--- config.mk ---
export PLATFORM = sky130hd
export DESIGN_NAME = uart_rx_oversample
export DESIGN_NICKNAME = d
export VERILOG_FILES = /design/src/rtl/uart_pkg.sv /design/src/rtl/sync_2ff.sv /design/src/rtl/uart_rx_oversample.sv
export SDC_FILE = /design/constraint.sdc
export NUM_CORES = 1
export LEC_CHECK = 0
export CAP_MARGIN = 0
export CORE_ASPECT_RATIO = 0.7
export CORE_MARGIN = 5
export CORE_UTILIZATION = 50
export DETAILED_ROUTE_END_ITERATION = 8
export GPL_TIMING_DRIVEN = 0
export HOLD_SLACK_MARGIN = 0.15
export PLACE_DENSITY = 0.86
export SETUP_SLACK_MARGIN = 0.1
export SLEW_MARGIN = 20
export SYNTH_ARGS = -nofsm -noshare
export SYNTH_HDL_FRONTEND = slang
export SYNTH_SLANG_ARGS = --single-unit
--- constraint.sdc ---
create_clock -name Clock -period 1.85 [get_ports Clock]
set_clock_uncertainty 0.15 [all_clocks]
set_input_delay 0.37 -clock Clock [delete_from_list [all_inputs] [get_ports Clock]]
set_output_delay 0.37 -clock Clock [all_outputs]
set_load 0.02 [all_outputs]
--- src/rtl/uart_pkg.sv ---
// uart_pkg: state encoding and default framing constants shared by the UART blocks
package uart_pkg;
   typedef enum logic [2:0] {IDLE, START, DATA, PARITY, STOP} rx_state_t;
   localparam int DEFAULT_OVERSAMPLE = 16;
   localparam int DEFAULT_DATA_BITS  = 8;
endpackage

--- src/rtl/sync_2ff.sv ---
// sync_2ff: generic two-flop synchroniser for asynchronous inputs, with a selectable reset value
module sync_2ff #(
   parameter int WIDTH = 1,
   parameter logic [WIDTH-1:0] RESET_VAL = '0
) (
   input  logic             Clock,
   input  logic             nReset,
   input  logic [WIDTH-1:0] i_async,
   output logic [WIDTH-1:0] o_sync
);
   logic [WIDTH-1:0] r_meta;
   logic [WIDTH-1:0] r_sync;
   always_ff @(posedge Clock or negedge nReset) begin
      if (!nReset) begin
         r_meta <= RESET_VAL;
         r_sync <= RESET_VAL;
      end else begin
         r_meta <= i_async;
         r_sync <= r_meta;
      end
   end
   assign o_sync = r_sync;
endmodule

--- src/rtl/uart_rx_oversample.sv ---
// uart_rx_oversample: oversampled 8N1 UART receiver with valid/ack output, framing and overrun flags.
// Define UART_RX_PARITY_EN to add a parity bit (PARITY_ODD selects odd) and the ParityError pulse.
module uart_rx_oversample
   import uart_pkg::*;
#(
   parameter int DATA_BITS  = DEFAULT_DATA_BITS,
   parameter int OVERSAMPLE = DEFAULT_OVERSAMPLE
`ifdef UART_RX_PARITY_EN
   ,
   parameter bit PARITY_ODD = 1'b0
`endif
) (
   input  logic                 Clock,
   input  logic                 nReset,
   input  logic                 OversampleTick,
   input  logic                 RxSerial,
   output logic [DATA_BITS-1:0] RxData,
   output logic                 RxValid,
   input  logic                 RxAck,
   output logic                 FramingError,
   output logic                 Overrun
`ifdef UART_RX_PARITY_EN
   ,
   output logic                 ParityError
`endif
);
   localparam int TCW = $clog2(OVERSAMPLE);
   localparam int BCW = $clog2(DATA_BITS + 1);
   localparam logic [TCW-1:0] TC_MID  = TCW'(OVERSAMPLE / 2 - 1);
   localparam logic [TCW-1:0] TC_END  = TCW'(OVERSAMPLE - 1);
   localparam logic [BCW-1:0] BC_LAST = BCW'(DATA_BITS - 1);

   rx_state_t            r_state;
   logic [TCW-1:0]       r_tc;
   logic [BCW-1:0]       r_bc;
   logic [DATA_BITS-1:0] r_shift;
   logic                 w_sync;
   logic                 w_tc_end;
`ifdef UART_RX_PARITY_EN
   logic                 r_par;
`endif

   sync_2ff #(.WIDTH(1), .RESET_VAL(1'b1)) u_sync (
      .Clock   (Clock),
      .nReset  (nReset),
      .i_async (RxSerial),
      .o_sync  (w_sync)
   );

   assign w_tc_end = (r_tc == TC_END);

   always_ff @(posedge Clock or negedge nReset) begin
      if (!nReset) begin
         r_state      <= IDLE;
         r_tc         <= '0;
         r_bc         <= '0;
         r_shift      <= '0;
         RxData       <= '0;
         RxValid      <= 1'b0;
         FramingError <= 1'b0;
         Overrun      <= 1'b0;
`ifdef UART_RX_PARITY_EN
         r_par        <= 1'b0;
         ParityError  <= 1'b0;
`endif
      end else begin
         FramingError <= 1'b0;
`ifdef UART_RX_PARITY_EN
         ParityError  <= 1'b0;
`endif
         if (RxAck && RxValid) begin
            RxValid <= 1'b0;
            Overrun <= 1'b0;
         end
         if (OversampleTick) begin
            case (r_state)
               IDLE: if (!w_sync) begin
                  r_tc    <= '0;
                  r_state <= START;
               end
               START: if (r_tc == TC_MID) begin
                  r_tc    <= '0;
                  r_bc    <= '0;
                  r_state <= w_sync ? IDLE : DATA;
               end else r_tc <= r_tc + 1'b1;
               DATA: if (w_tc_end) begin
                  r_shift <= {w_sync, r_shift[DATA_BITS-1:1]};
                  r_tc    <= '0;
                  r_bc    <= r_bc + 1'b1;
`ifdef UART_RX_PARITY_EN
                  if (r_bc == BC_LAST) r_state <= PARITY;
`else
                  if (r_bc == BC_LAST) r_state <= STOP;
`endif
               end else r_tc <= r_tc + 1'b1;
`ifdef UART_RX_PARITY_EN
               PARITY: if (w_tc_end) begin
                  r_par   <= w_sync;
                  r_tc    <= '0;
                  r_state <= STOP;
               end else r_tc <= r_tc + 1'b1;
`endif
               STOP: if (w_tc_end) begin
                  r_tc    <= '0;
                  r_state <= IDLE;
                  // A good stop bit overwrites any unconsumed byte; an ack on this edge absorbs it
                  if (w_sync) begin
                     RxData  <= r_shift;
                     RxValid <= 1'b1;
                     if (RxValid && !RxAck) Overrun <= 1'b1;
                  end else FramingError <= 1'b1;
`ifdef UART_RX_PARITY_EN
                  ParityError <= ((^r_shift) ^ r_par) != PARITY_ODD;
`endif
               end else r_tc <= r_tc + 1'b1;
               default: r_state <= IDLE;
            endcase
         end
      end
   end
endmodule

==> results_dict.tcl, run 1 <==
set metrics [dict create \
    status "completed" \
    gr-usage-met3_pct 5.11 \
    drv_cap 0 \
    avgRoutedWirePerCell_um 18.9 \
    tritoncts "done" \
    syn_to_final_growth_pct 38.7 \
    synthArstFlopShare_pct 100 \
    layoutNonFillerInstCount 204 \
    drive_gt1_share_pct 43.5 \
    worst_skew_pair.late_latency_ps 280 \
    grtUsageTotal_pct 17.3 \
    grt_pass1_vias 1189 \
    cp_top_family "simple AND/OR/NAND/NOR gates" \
    placed_cell_area_um2 1750 \
    synth_enable_flop_cells 0 \
    coreArea_um2 2880 \
    report.final.slew_viol_count 0 \
    rows 16 \
    ant_nets 0 \
    hpwl_um 2190 \
    vias_per_cell 5.88 \
    synth_top_area_share_pct 48.5 \
    rsz0062_at_grt "true" \
    die_height_um 56.6 \
    powerDensity_nw_per_um2 1080 \
    busiest_layer "met2" \
    antenna_cells 0 \
    numClockSinks 32 \
    yosysTopAreaCell "dfrtp_1" \
    cp.arrival_ps 1840 \
    die_w_um 76.5 \
    crit_path_end_kind "flip-flop" \
    ys.flop_type "dfrtp_1" \
    max_freq_mhz 550 \
    min_path_type "reg2reg" \
    place_inst 178 \
    ios 16 \
    grt_first_pass_wirelength_um 5900 \
    cts_root_buf "clkbuf_8" \
    r2r_end "r_state[2]" \
    yosysSeqAreaShare_pct 51.9 \
    worstPathMaxFanout 8 \
    r2r_slack_ps 30 \
    synthCells 127 \
    initial_core_util_pct 53.7 \
    vdd_drop_max_uv 849 \
    synthDistinctLibCells 46 \
    slew_headroom_pct 52.7 \
    routed_wl_um 3850 \
    fin_area_um2 2150 \
    nets 174 \
    nFillCells 182 \
    dr_total_vias 1199 \
    hold_end "u_sync.o_sync" \
    synth_area_leaders "dfrtp_1, mux2_2, dfstp_2, buf_6, o21ai_0" \
    drtPass1Iterations 4 \
    drc 0 \
    ctsLongestPathBuffers 2 \
    startpoint_type "flip-flop" \
    synth_nets 134 \
    syn_area_um2 1550 \
    antenna_found_initial 0 \
    r2r_cells 5 \
    crit_type "reg2reg" \
    period_share_pct 98.2 \
    yosys_register_bits 32 \
    tightest_slew_ps 710 \
    cp.required_ps 1870 \
    path_cells "buf_6 -> or4b_4 -> nand2_4 -> nor2_2 -> mux2_4" \
    min_period_ps 1820 \
    r2r-start "r_state[0]" \
    setup_viol 0 \
    gp_congestion 0.761 \
    hold_viol 0 \
    io_buffers 15 \
    grtUsageMet2_pct 28.9 \
    path_clk_slew_ps 70 \
    worstHoldStart "u_sync.r_meta" \
    cp_slowest_cell "or4b_4" \
    first_iter_violations 82 \
    cp_num_buf_inv 1 \
    die_area_um2 4330 \
    grt_overflow 0 \
    yosysWarnings 0 \
    cts_buffers 5 \
    cpPeakStageDelay_ps 550 \
    cts-htree-levels 2 \
    synth_area_per_cell_um2 12.2 \
    grt_max_degree 33 \
    met1_usage_pct 21.9 \
    min_delay_path_depth 0 \
    leakagePower_nw 1.05 \
]
-- layout make-up --
class                   instances  area [um^2]  share of cell area [%]
multi-input cells              84          823                    38.3
plain buffers                   6         61.3                    2.86
flip-flops and latches         32          803                    37.4
clock buffers                   6         72.6                    3.38
clock inverters                 2         35.0                    1.63
inverters                       5         21.3                   0.991
well taps                      36         45.0                    2.10
repair buffers                 33          285                    13.3
-- cell usage in the layout, fill, tap and decap left out, drive strengths merged, types with 2 or more instances in the layout --
master and count:
inv 5, clkbuf 6, a221oi 2, buf 24, a21oi 3, and4 2, dfrtp 30, dfstp 2
nand3 6, nand4 2, mux2 19, nor2 9, o22ai 2, nand2 5, ha 2, dlygate4sd2 10
dlymetal6s2s 2, nor3 3, clkdlybuf4s50 2, o21ai 7, and3 3, or3b 2
-- cell usage after synthesis (2+ instances only) --
cell      instances
nand2_1           4
buf_2             2
mux2_1            3
inv_1             5
nand3_1           6
nor2_1            7
dfrtp_1          30
mux2_2           16
nor3_1            2
and3_1            2
o21ai_0           7
ha_1              2
dfstp_2           2
buf_6             4
a221oi_1          2
a21oi_1           3
-- metal layers --
metal,vias up,part of all wire [%],wire (um)
met4,0,0.55,21
met2,31,52,2010
li1,541,-,-
met1,625,43,1670
met5,-,0,0
met3,2,3.6,138
-- power by group --
part	total, mW	switching (mW)	internal (mW)
Sequential	0.834	0.0709	0.763
Combinational	0.816	0.402	0.414
Clock	0.660	0.260	0.399
-- worst max path at each step --
stage                               from          to  cells after the start
after floorplan            u_sync.o_sync  r_state[0]                      4
after global placement    OversampleTick   RxData[6]                      5
after detailed placement  OversampleTick   RxData[0]                      5
after CTS                     r_state[1]  r_state[0]                      5
after global routing          r_state[1]  r_state[2]                      5
final                         r_state[0]  r_state[2]                      5
-- metrics by stage --
step	worst slack [ps]	TNS [ps]	hold slack, ps	power [mW]	util (%)
4_1_cts	54.0	0	208	2.23	71.9
2_1_floorplan	103	0	-75.6	1.24	-
5_1_grt	-12.5	-51.6	214	2.42	74.5
6_report	33.5	0	208	2.31	74.5
3_3_place_gp	-410	-15990	198	1.32	60.9
3_5_place_dp	-464	-8870	197	1.36	60.8
-- timing repair --
action,4_1_cts,5_1_grt
hold buffers,1,0
endpoints found under the hold margin,30,0
gates resized for setup,33,17
buffers inserted,14,2
setup endpoints to repair,36,28
cloned,0,1
pin swaps,11,6
-- cells by family (layout without fill, tap and decap cells) --
group                    count (synthesis)  after routing  synth area share (%)
AND/OR/NAND/NOR                         37             37                  15.3
flip-flops                              32             32                  51.9
AO/OA/AOI/OAI                           23             23                  10.8
multiplexers                            20             20                  14.5
buffers and inverters                   11             52                  4.77
adder cells (fa/ha/maj)                  2              2                  1.62
XOR/XNOR                                 2              2                  1.13
-- flip-flops by register name (all words and copies together) (netlist names), 3 cells and up, named ones only --
register,cells
RxData,8
r_shift,8
r_bc,4
r_tc,4
r_state,3
No activity file was read; power rests on OpenSTA's default activity.
==> run 2, diff against run 1 <==
--- a/config.mk
+++ b/config.mk
@@ -12,7 +12,8 @@
 export DETAILED_ROUTE_END_ITERATION = 8
 export GPL_TIMING_DRIVEN = 0
 export HOLD_SLACK_MARGIN = 0.15
-export PLACE_DENSITY = 0.86
+export MAX_ROUTING_LAYER = met4
+export PLACE_DENSITY_LB_ADDON = 0.12
 export SETUP_SLACK_MARGIN = 0.1
 export SLEW_MARGIN = 20
 export SYNTH_ARGS = -nofsm -noshare
==> results_dict.tcl, run 2 (same netlist as run 1, synthesis figures left out) <==
set metrics [dict create \
    startpoint_type "flip-flop" \
    worstHoldStart "u_sync.r_meta" \
    mostFrequentLayoutCells "dfrtp_1, buf_4, mux2_4" \
    cp.required_ps 1860 \
    routed_wl_um 3320 \
    max_freq_mhz 546 \
    setup_viol 0 \
    worstPathMaxFanout 10 \
    grtUsageTotal_pct 15.7 \
    drc 0 \
    antenna_found_initial 0 \
    ctsLongestPathBuffers 2 \
    vias_per_cell 5.66 \
    min_path_type "reg2reg" \
    hpwl_um 2020 \
    report.final.slew_viol_count 0 \
    die_w_um 76.5 \
    dr_total_vias 1144 \
    hold_viol 0 \
    crit_type "reg2reg" \
    coreArea_um2 2880 \
    initial_core_util_pct 53.7 \
    fin_area_um2 2070 \
    drive_gt1_share_pct 39.2 \
    crit_path_end_kind "flip-flop" \
    rsz0062_at_grt "true" \
    cp.arrival_ps 1840 \
    cts_root_buf "clkbuf_8" \
    grt_overflow 0 \
    tightest_slew_ps 697 \
    ios 16 \
    die_area_um2 4330 \
    status "completed" \
    nets 172 \
    powerDensity_nw_per_um2 1000 \
    drv_cap 0 \
    vdd_drop_max_uv 641 \
    grt_max_degree 33 \
    worst_skew_pair.late_latency_ps 280 \
    r2r_end "r_state[1]" \
    syn_to_final_growth_pct 33.7 \
    cts_buffers 5 \
    r2r-start "r_state[1]" \
    r2r_cells 5 \
    numClockSinks 32 \
    leakagePower_nw 0.994 \
    placed_cell_area_um2 1750 \
    tritoncts "done" \
    final_common_cell "dfrtp_1" \
    ant_nets 0 \
    first_iter_violations 60 \
    cts-htree-levels 2 \
    setup.worst_path.end "r_state[1]" \
    drtPass1Iterations 4 \
    min_period_ps 1830 \
    rows 16 \
    cp-startpoint "r_state[1]" \
    avgRoutedWirePerCell_um 16.4 \
    grt_first_pass_wirelength_um 5210 \
    io_buffers 15 \
    period_share_pct 99.0 \
    gp_congestion 0.825 \
    grt_pass1_vias 1092 \
    path_clk_slew_ps 60 \
    post-route-util_pct 71.8 \
    r2r_slack_ps 20 \
    slew_headroom_pct 53.6 \
    reg_top3 "RxData: 8 flops, r_shift: 8 flops" \
    die_height_um 56.6 \
    antenna_cells 0 \
]
## run 2: cell type report
class                      instances  area [um^2]
clock buffer                       8         80.1
timing repair buffer              30          265
buffer                             6         67.6
fill                             202          813
tap                               36         45.0
inverter                           5         21.3
multi-input combinational         85          787
sequential                        32          803
## run 2: layer usage
layer	GRT usage (%)	vias up	part of all wire (%)
met5	-	-	0
met1	21.0	556	49
met4	7.48	0	1.9
met2	21.6	36	44
li1	-	543	-
met3	4.63	9	5.1
## run 2: worst min path at each step
| stage | to | slack (ps) | cells after the start |
|---|---|---|---|
| 2_1_floorplan | FramingError | -80 | 0 |
| 3_3_place_gp | u_sync.o_sync | 200 | 0 |
| 3_5_place_dp | u_sync.o_sync | 200 | 0 |
| 4_1_cts | u_sync.o_sync | 210 | 0 |
| 5_1_grt | u_sync.o_sync | 210 | 0 |
| 6_report | u_sync.o_sync | 210 | 0 |
## run 2: where the power goes
part	total, mW	switching (mW)	leakage [nW]	internal [mW]
registers	0.829	0.0654	0.425	0.764
logic	0.747	0.370	0.529	0.377
clock network	0.501	0.234	0.0395	0.267
## run 2: repair_timing
action	4_1_cts	5_1_grt
cloned	0	1
buffers inserted	10	4
hold buffers	1	0
pin swaps	10	8
gates resized for setup	26	13
hold endpoints to repair	30	0
endpoints found under the setup margin	34	29
## run 2: through the flow
step / cells / power [mW] / hold WS [ps] / TNS, ps / setup WS [ps]
2_1_floorplan: 127 / 1.24 / -75.6 / 0 / 103
3_3_place_gp: 178 / 1.34 / 197 / -17140 / -419
3_5_place_dp: 178 / 1.36 / 201 / -8020 / -450
4_1_cts: 197 / 2.01 / 210 / 0 / 44.7
5_1_grt: 202 / 2.20 / 212 / -125 / -58.2
6_report: 202 / 2.08 / 208 / 0 / 18.4
## run 2: worst max-delay path, cell delays in order (launching register included)
cell,delay [ps]
dfrtp_1,380
buf_6,150
or3b_4,420
o32ai_4,200
nor3_2,90
mux2_4,310
==> run 3, diff against run 2 <==
--- a/config.mk
+++ b/config.mk
@@ -14,6 +14,7 @@
 export HOLD_SLACK_MARGIN = 0.15
 export MAX_ROUTING_LAYER = met4
 export PLACE_DENSITY_LB_ADDON = 0.12
+export REMOVE_ABC_BUFFERS = 1
 export SETUP_SLACK_MARGIN = 0.1
 export SLEW_MARGIN = 20
 export SYNTH_ARGS = -nofsm -noshare
==> results_dict.tcl, run 3 (same netlist as run 1, synthesis figures left out) <==
set metrics [dict create \
    clkPwrFrac_pct 22.3 \
    reg_top3 "RxData: 8 flops, r_shift: 8 flops" \
    r2r-start "r_state[1]" \
    die_height_um 56.6 \
    crit_type "reg2reg" \
    drive_gt1_share_pct 44.4 \
    syn_to_final_growth_pct 39.7 \
    placed_cell_area_um2 1680 \
    intPower_mw 1.51 \
    min_period_ps 1840 \
    powerDensity_nw_per_um2 1050 \
    cp.arrival_ps 1850 \
    tightest_slew_ps 715 \
    antenna_cells 0 \
    grt_overflow 0 \
    die_area_um2 4330 \
    worstPathMaxFanout 5 \
    period_share_pct 99.5 \
    cts_buffers 5 \
    swShare_pct 33.2 \
    grtUsageTotal_pct 16.4 \
    worst_skew_pair.late_latency_ps 280 \
    pwr-share-seq_pct 38.2 \
    grt_max_degree 33 \
    switching_power_uw 752 \
    gp_congestion 0.772 \
    drc 0 \
    worst_slack_ps 9.72 \
    cp.required_ps 1860 \
    ios 16 \
    leakagePower_nw 1.06 \
    hold_viol 0 \
    ant_nets 0 \
    cts_root_buf "clkbuf_8" \
    grt_pass1_vias 1185 \
    min_path_type "reg2reg" \
    routed_wl_um 3580 \
    numClockSinks 32 \
    rsz0062_at_grt "true" \
    slew_headroom_pct 52.4 \
    report.final.slew_viol_count 0 \
    grt_first_pass_wirelength_um 5540 \
    io_buffers 15 \
    startpoint_type "flip-flop" \
    status "completed" \
    rows 16 \
    nets 177 \
    vias_per_cell 5.61 \
    antenna_found_initial 0 \
    post-route-util_pct 75.0 \
    register_area_um2 807 \
    avgRoutedWirePerCell_um 17.3 \
    nFillCells 191 \
    worstHoldStart "u_sync.r_meta" \
    crit_path_end_kind "flip-flop" \
    vdd_drop_max_uv 882 \
    drtPass1Iterations 4 \
    first_iter_violations 87 \
    drv_cap 0 \
    fin_area_um2 2160 \
    final_common_cell "dfrtp_1" \
    dr_total_vias 1162 \
    cts-htree-levels 2 \
    mostFrequentLayoutCells "dfrtp_1, buf_4, mux2_4" \
    hpwl_um 1950 \
    multiInputGateArea_um2 830 \
    coreArea_um2 2880 \
    die_w_um 76.5 \
    tritoncts "done" \
    ctsLongestPathBuffers 2 \
    setup_viol 0 \
    place_ws_ps -446 \
    max_freq_mhz 543 \
    cp-startpoint "r_state[1]" \
    comb_power_share_pct 39.6 \
    initial_core_util_pct 53.7 \
    path_clk_slew_ps 60 \
    hold_slack_ps 208 \
]
[run 3: changes by cell type in the layout (fill, tap and decap cells not counted), moves of 2 or more]
cell            delta
o21ai_0            -2
nor2_1             +2
buf_4              +7
dlymetal6s2s_1     +2
dfrtp_1            -3
o21ai_1            +2
dlygate4sd2_1      -2
dfrtp_2            +3
[run 3: path summary, 6_finish.rpt]
path / cells past startpoint / slack, ps / end
max: 5 / 10 / r_state[1]
min: 0 / 210 / u_sync.o_sync
max reg2reg: 5 / 10 / r_state[1]
min reg2reg: 0 / 210 / u_sync.o_sync
max in group asynchronous: 2 / 520 / r_state[1]
min in group asynchronous: 2 / 530 / r_tc[2]
[run 3: routing by layer]
| metal | GRT usage [%] | vias to the layer above | part of all wire, % | wire length, um |
|---|---|---|---|---|
| met5 | - | - | 0 | 0 |
| met4 | 6.73 | 0 | 2.8 | 99 |
| met3 | 5.27 | 10 | 3.8 | 137 |
| met2 | 25.0 | 25 | 47 | 1680 |
| met1 | 20.2 | 576 | 46 | 1660 |
| li1 | - | 551 | - | - |
[run 3: layout make-up]
cell class | instances | area share, %
multi-input cells | 84 | 38.4
flip-flops and latches | 32 | 37.3
repair buffers | 42 | 17.7
clock buffers | 8 | 3.70
well taps | 36 | 2.08
inverters | 5 | 0.868
[run 3: metrics by stage]
stage,power (mW),cells,setup TNS (ps)
6_report,2.26,207,0
5_1_grt,2.38,207,-105
4_1_cts,1.99,195,0
3_5_place_dp,1.27,172,-8880
3_3_place_gp,1.25,172,-17970
2_1_floorplan,1.16,121,-40.0
[run 3: worst max-delay path, stage by stage, from the launching register on]
cell     delay (ps)
dfrtp_2         450
buf_6           130
or4b_4          520
nand2_4         100
nor3_2           50
mux2_1          320
[run 3: what timing repair did]
action | in CTS | in global routing
setup endpoints to repair | 32 | 31
hold endpoints to repair | 30 | 0
gates resized for setup | 23 | 33
hold buffers | 1 | 0
setup buffers | 14 | 12
pin swaps | 7 | 13
[run 3: power by group through the flow]
stage	Combinational [mW]	Sequential [mW]	Clock, mW
after floorplan	0.312	0.852	0
after global placement	0.379	0.871	0
after global routing	0.960	0.872	0.548
after detailed placement	0.391	0.877	0
final	0.895	0.863	0.504
after CTS	0.613	0.860	0.516
==> RTL change, RTL diff (flow settings as in run 2) <==
Build with the macro `UART_RX_PARITY_EN` defined.
--- a/src/rtl/uart_rx_oversample.sv
+++ b/src/rtl/uart_rx_oversample.sv
@@ -1,5 +1,7 @@
 // uart_rx_oversample: oversampled 8N1 UART receiver with valid/ack output, framing and overrun flags.
 // Define UART_RX_PARITY_EN to add a parity bit (PARITY_ODD selects odd) and the ParityError pulse.
+`define UART_RX_PARITY_EN
+
 module uart_rx_oversample
    import uart_pkg::*;
 #(
Check against the original RTL (old outputs only; new: ParityError): no difference found for any inputs over 10 cycles, from zero or initial values and one cycle with nReset low; that may be too few to reach the edited logic, so the function may still have changed.
==> RTL change against run 2 <==
  * Cell area grew 11%
  * Worst setup slack lost 0.0059 ns
  * Total power grew 19%
  * Wire length grew 14%
  * Die area grew 8.9%
  * Synthesized cell count grew 9.4%
  * First-iteration DRC count grew 42%
  * Final cell count grew 13%
  * Highest routed layer unchanged
  * Synthesized area grew 11%
  * Sequential share of layout area shrank 1.8 points
  * Sequential cell count grew 2
  * Non-clock buffer count grew 3
==> RTL change: results (changes against run 2) <==
stage	metric	value	unit	change
synthesis	synthCells	139		was 127
placed_design	place_area	1950	sq um	was 1750 sq um
global_routing	grt_max_degree	34		was 33
critical_path	critPathArrivalTime	1.87	ns	was 1.84 ns
sta	slew_headroom	75.9	%	was 53.6%
critical_path	cp_slowest_cell	or4b_4		was or3b_4
route	wire_per_inst	16.5	um	was 16.4 um
power_and_ir_drop	power_leakage	0.00115	uW	was 0.000994 uW
synthesis	synth_fp_nets	146		was 134
layout	nNetsFinal	188		was 172
critical_path	worstRegToRegCells	4		was 5
layout	fillCellCount	238		was 202
outcome	status	complete, no violations		unchanged
synthesis	yosys-top-cells-count	dfrtp_1 (32), mux2_2 (9), mux2_4 (8)		was dfrtp_1 (30), mux2_2 (16), nor2_1 (7), o21ai_0 (7), nand3_1 (6)
critical_path	reg2reg_to	r_state[0]$_DFFE_PN0P_		was r_state[1]$_DFFE_PN0P_
layout	drive_above_1_share	39.0	%	was 39.2%
route	vias	1270		was 1144
synthesis	ys_seq_area_share	49.9	%	was 51.9%
power_and_ir_drop	max-vdd-ir-drop	0.000512	V	was 0.000641 V
synthesis	synth_area_leaders	dfrtp_1 (47%), mux2_4 (7.0%), mux2_2 (5.9%)		was dfrtp_1 (49%), mux2_2 (12%), dfstp_2 (3.4%)
global_routing	grt_use_total	17.8	%	was 15.7%
critical_path	path_max_fanout	4		was 10
placed_design	placed_cells	202		was 178
global_routing	grt_first_pass_wirelength	6150	um	was 5210 um
clock_tree	numClockSinks	34		was 32
==> RTL change: cell count changes after synthesis, moves of 3 or more <==
cell      before  now
mux2_4         0    8
mux2_2        16    9
xnor2_1        1    7
buf_6          4    0
nor2b_1        0    4
a211oi_1       0    3
nor2_1         7    4
==> RTL change: routing by layer <==
metal,track usage [%],up-vias,wire (um)
li1,-,600,-
met1,24.3,634,1840
met2,25.4,34,1670
met3,6.73,2,237
met4,3.37,0,26
met5,-,-,0
==> RTL change: kinds of logic after synthesis <==
group                    after synthesis  share of synthesized area (%)
AO/OA/AOI/OAI                         29                           11.9
flip-flops                            34                           49.9
buffers and inverters                  8                           1.97
adder cells (fa/ha/maj)                3                           2.05
XOR/XNOR                               9                           5.41
multiplexers                          18                           13.6
AND/OR/NAND/NOR                       38                           15.1
==> RTL change: cell type report <==
type / instances / area [sq um] / share of cell area, %
clock buffers: 7 / 86.3 / 3.75
inverters: 3 / 11.3 / 0.489
repair buffers: 34 / 312 / 13.5
clock inverters: 1 / 5.00 / 0.217
flip-flops and latches: 34 / 853 / 37.0
multi-input cells: 98 / 946 / 41.0
plain buffers: 5 / 32.5 / 1.41
well taps: 47 / 58.8 / 2.55
==> RTL change: worst max-delay path by stage <==
stage	slack [ns]	endpoint	cells after the start	startpoint
after floorplan	0.09	RxData[0]$_DFFE_PN0P_	5	r_tc[0]$_DFFE_PN0P_
after global placement	-0.40	r_tc[2]$_DFFE_PN0P_	1	nReset
after detailed placement	-0.12	RxData[2]$_DFFE_PN0P_	5	r_tc[0]$_DFFE_PN0P_
after CTS	0.04	r_state[0]$_DFFE_PN0P_	4	r_state[1]$_DFFE_PN0P_
after global routing	-0.04	r_state[0]$_DFFE_PN0P_	4	r_state[1]$_DFFE_PN0P_
final	0.01	r_state[0]$_DFFE_PN0P_	4	r_state[1]$_DFFE_PN0P_
==> RTL change: power breakdown <==
| group | switching (uW) | internal (uW) |
|---|---|---|
| logic | 464 | 502 |
| registers | 101 | 825 |
| clock network | 272 | 300 |
==> RTL change: per-stage QoR <==
| step | setup slack, ns | total power [uW] |
|---|---|---|
| floorplan | 0.0883 | 1460 |
| detailed placement | -0.118 | 1600 |
| CTS | 0.0416 | 2370 |
| global route | -0.0366 | 2600 |
| global placement | -0.396 | 1570 |
| finish | 0.0126 | 2460 |
==> RTL change: repair_timing <==
| item | 4_1_cts | 5_1_grt |
|---|---|---|
| hold buffers | 1 | 0 |
| endpoints found under the setup margin | 34 | 29 |
| cloned | 0 | 1 |
| hold endpoints to repair | 34 | 0 |
| pin swaps | 4 | 5 |
| gates resized for setup | 33 | 15 |
| buffers inserted | 14 | 3 |
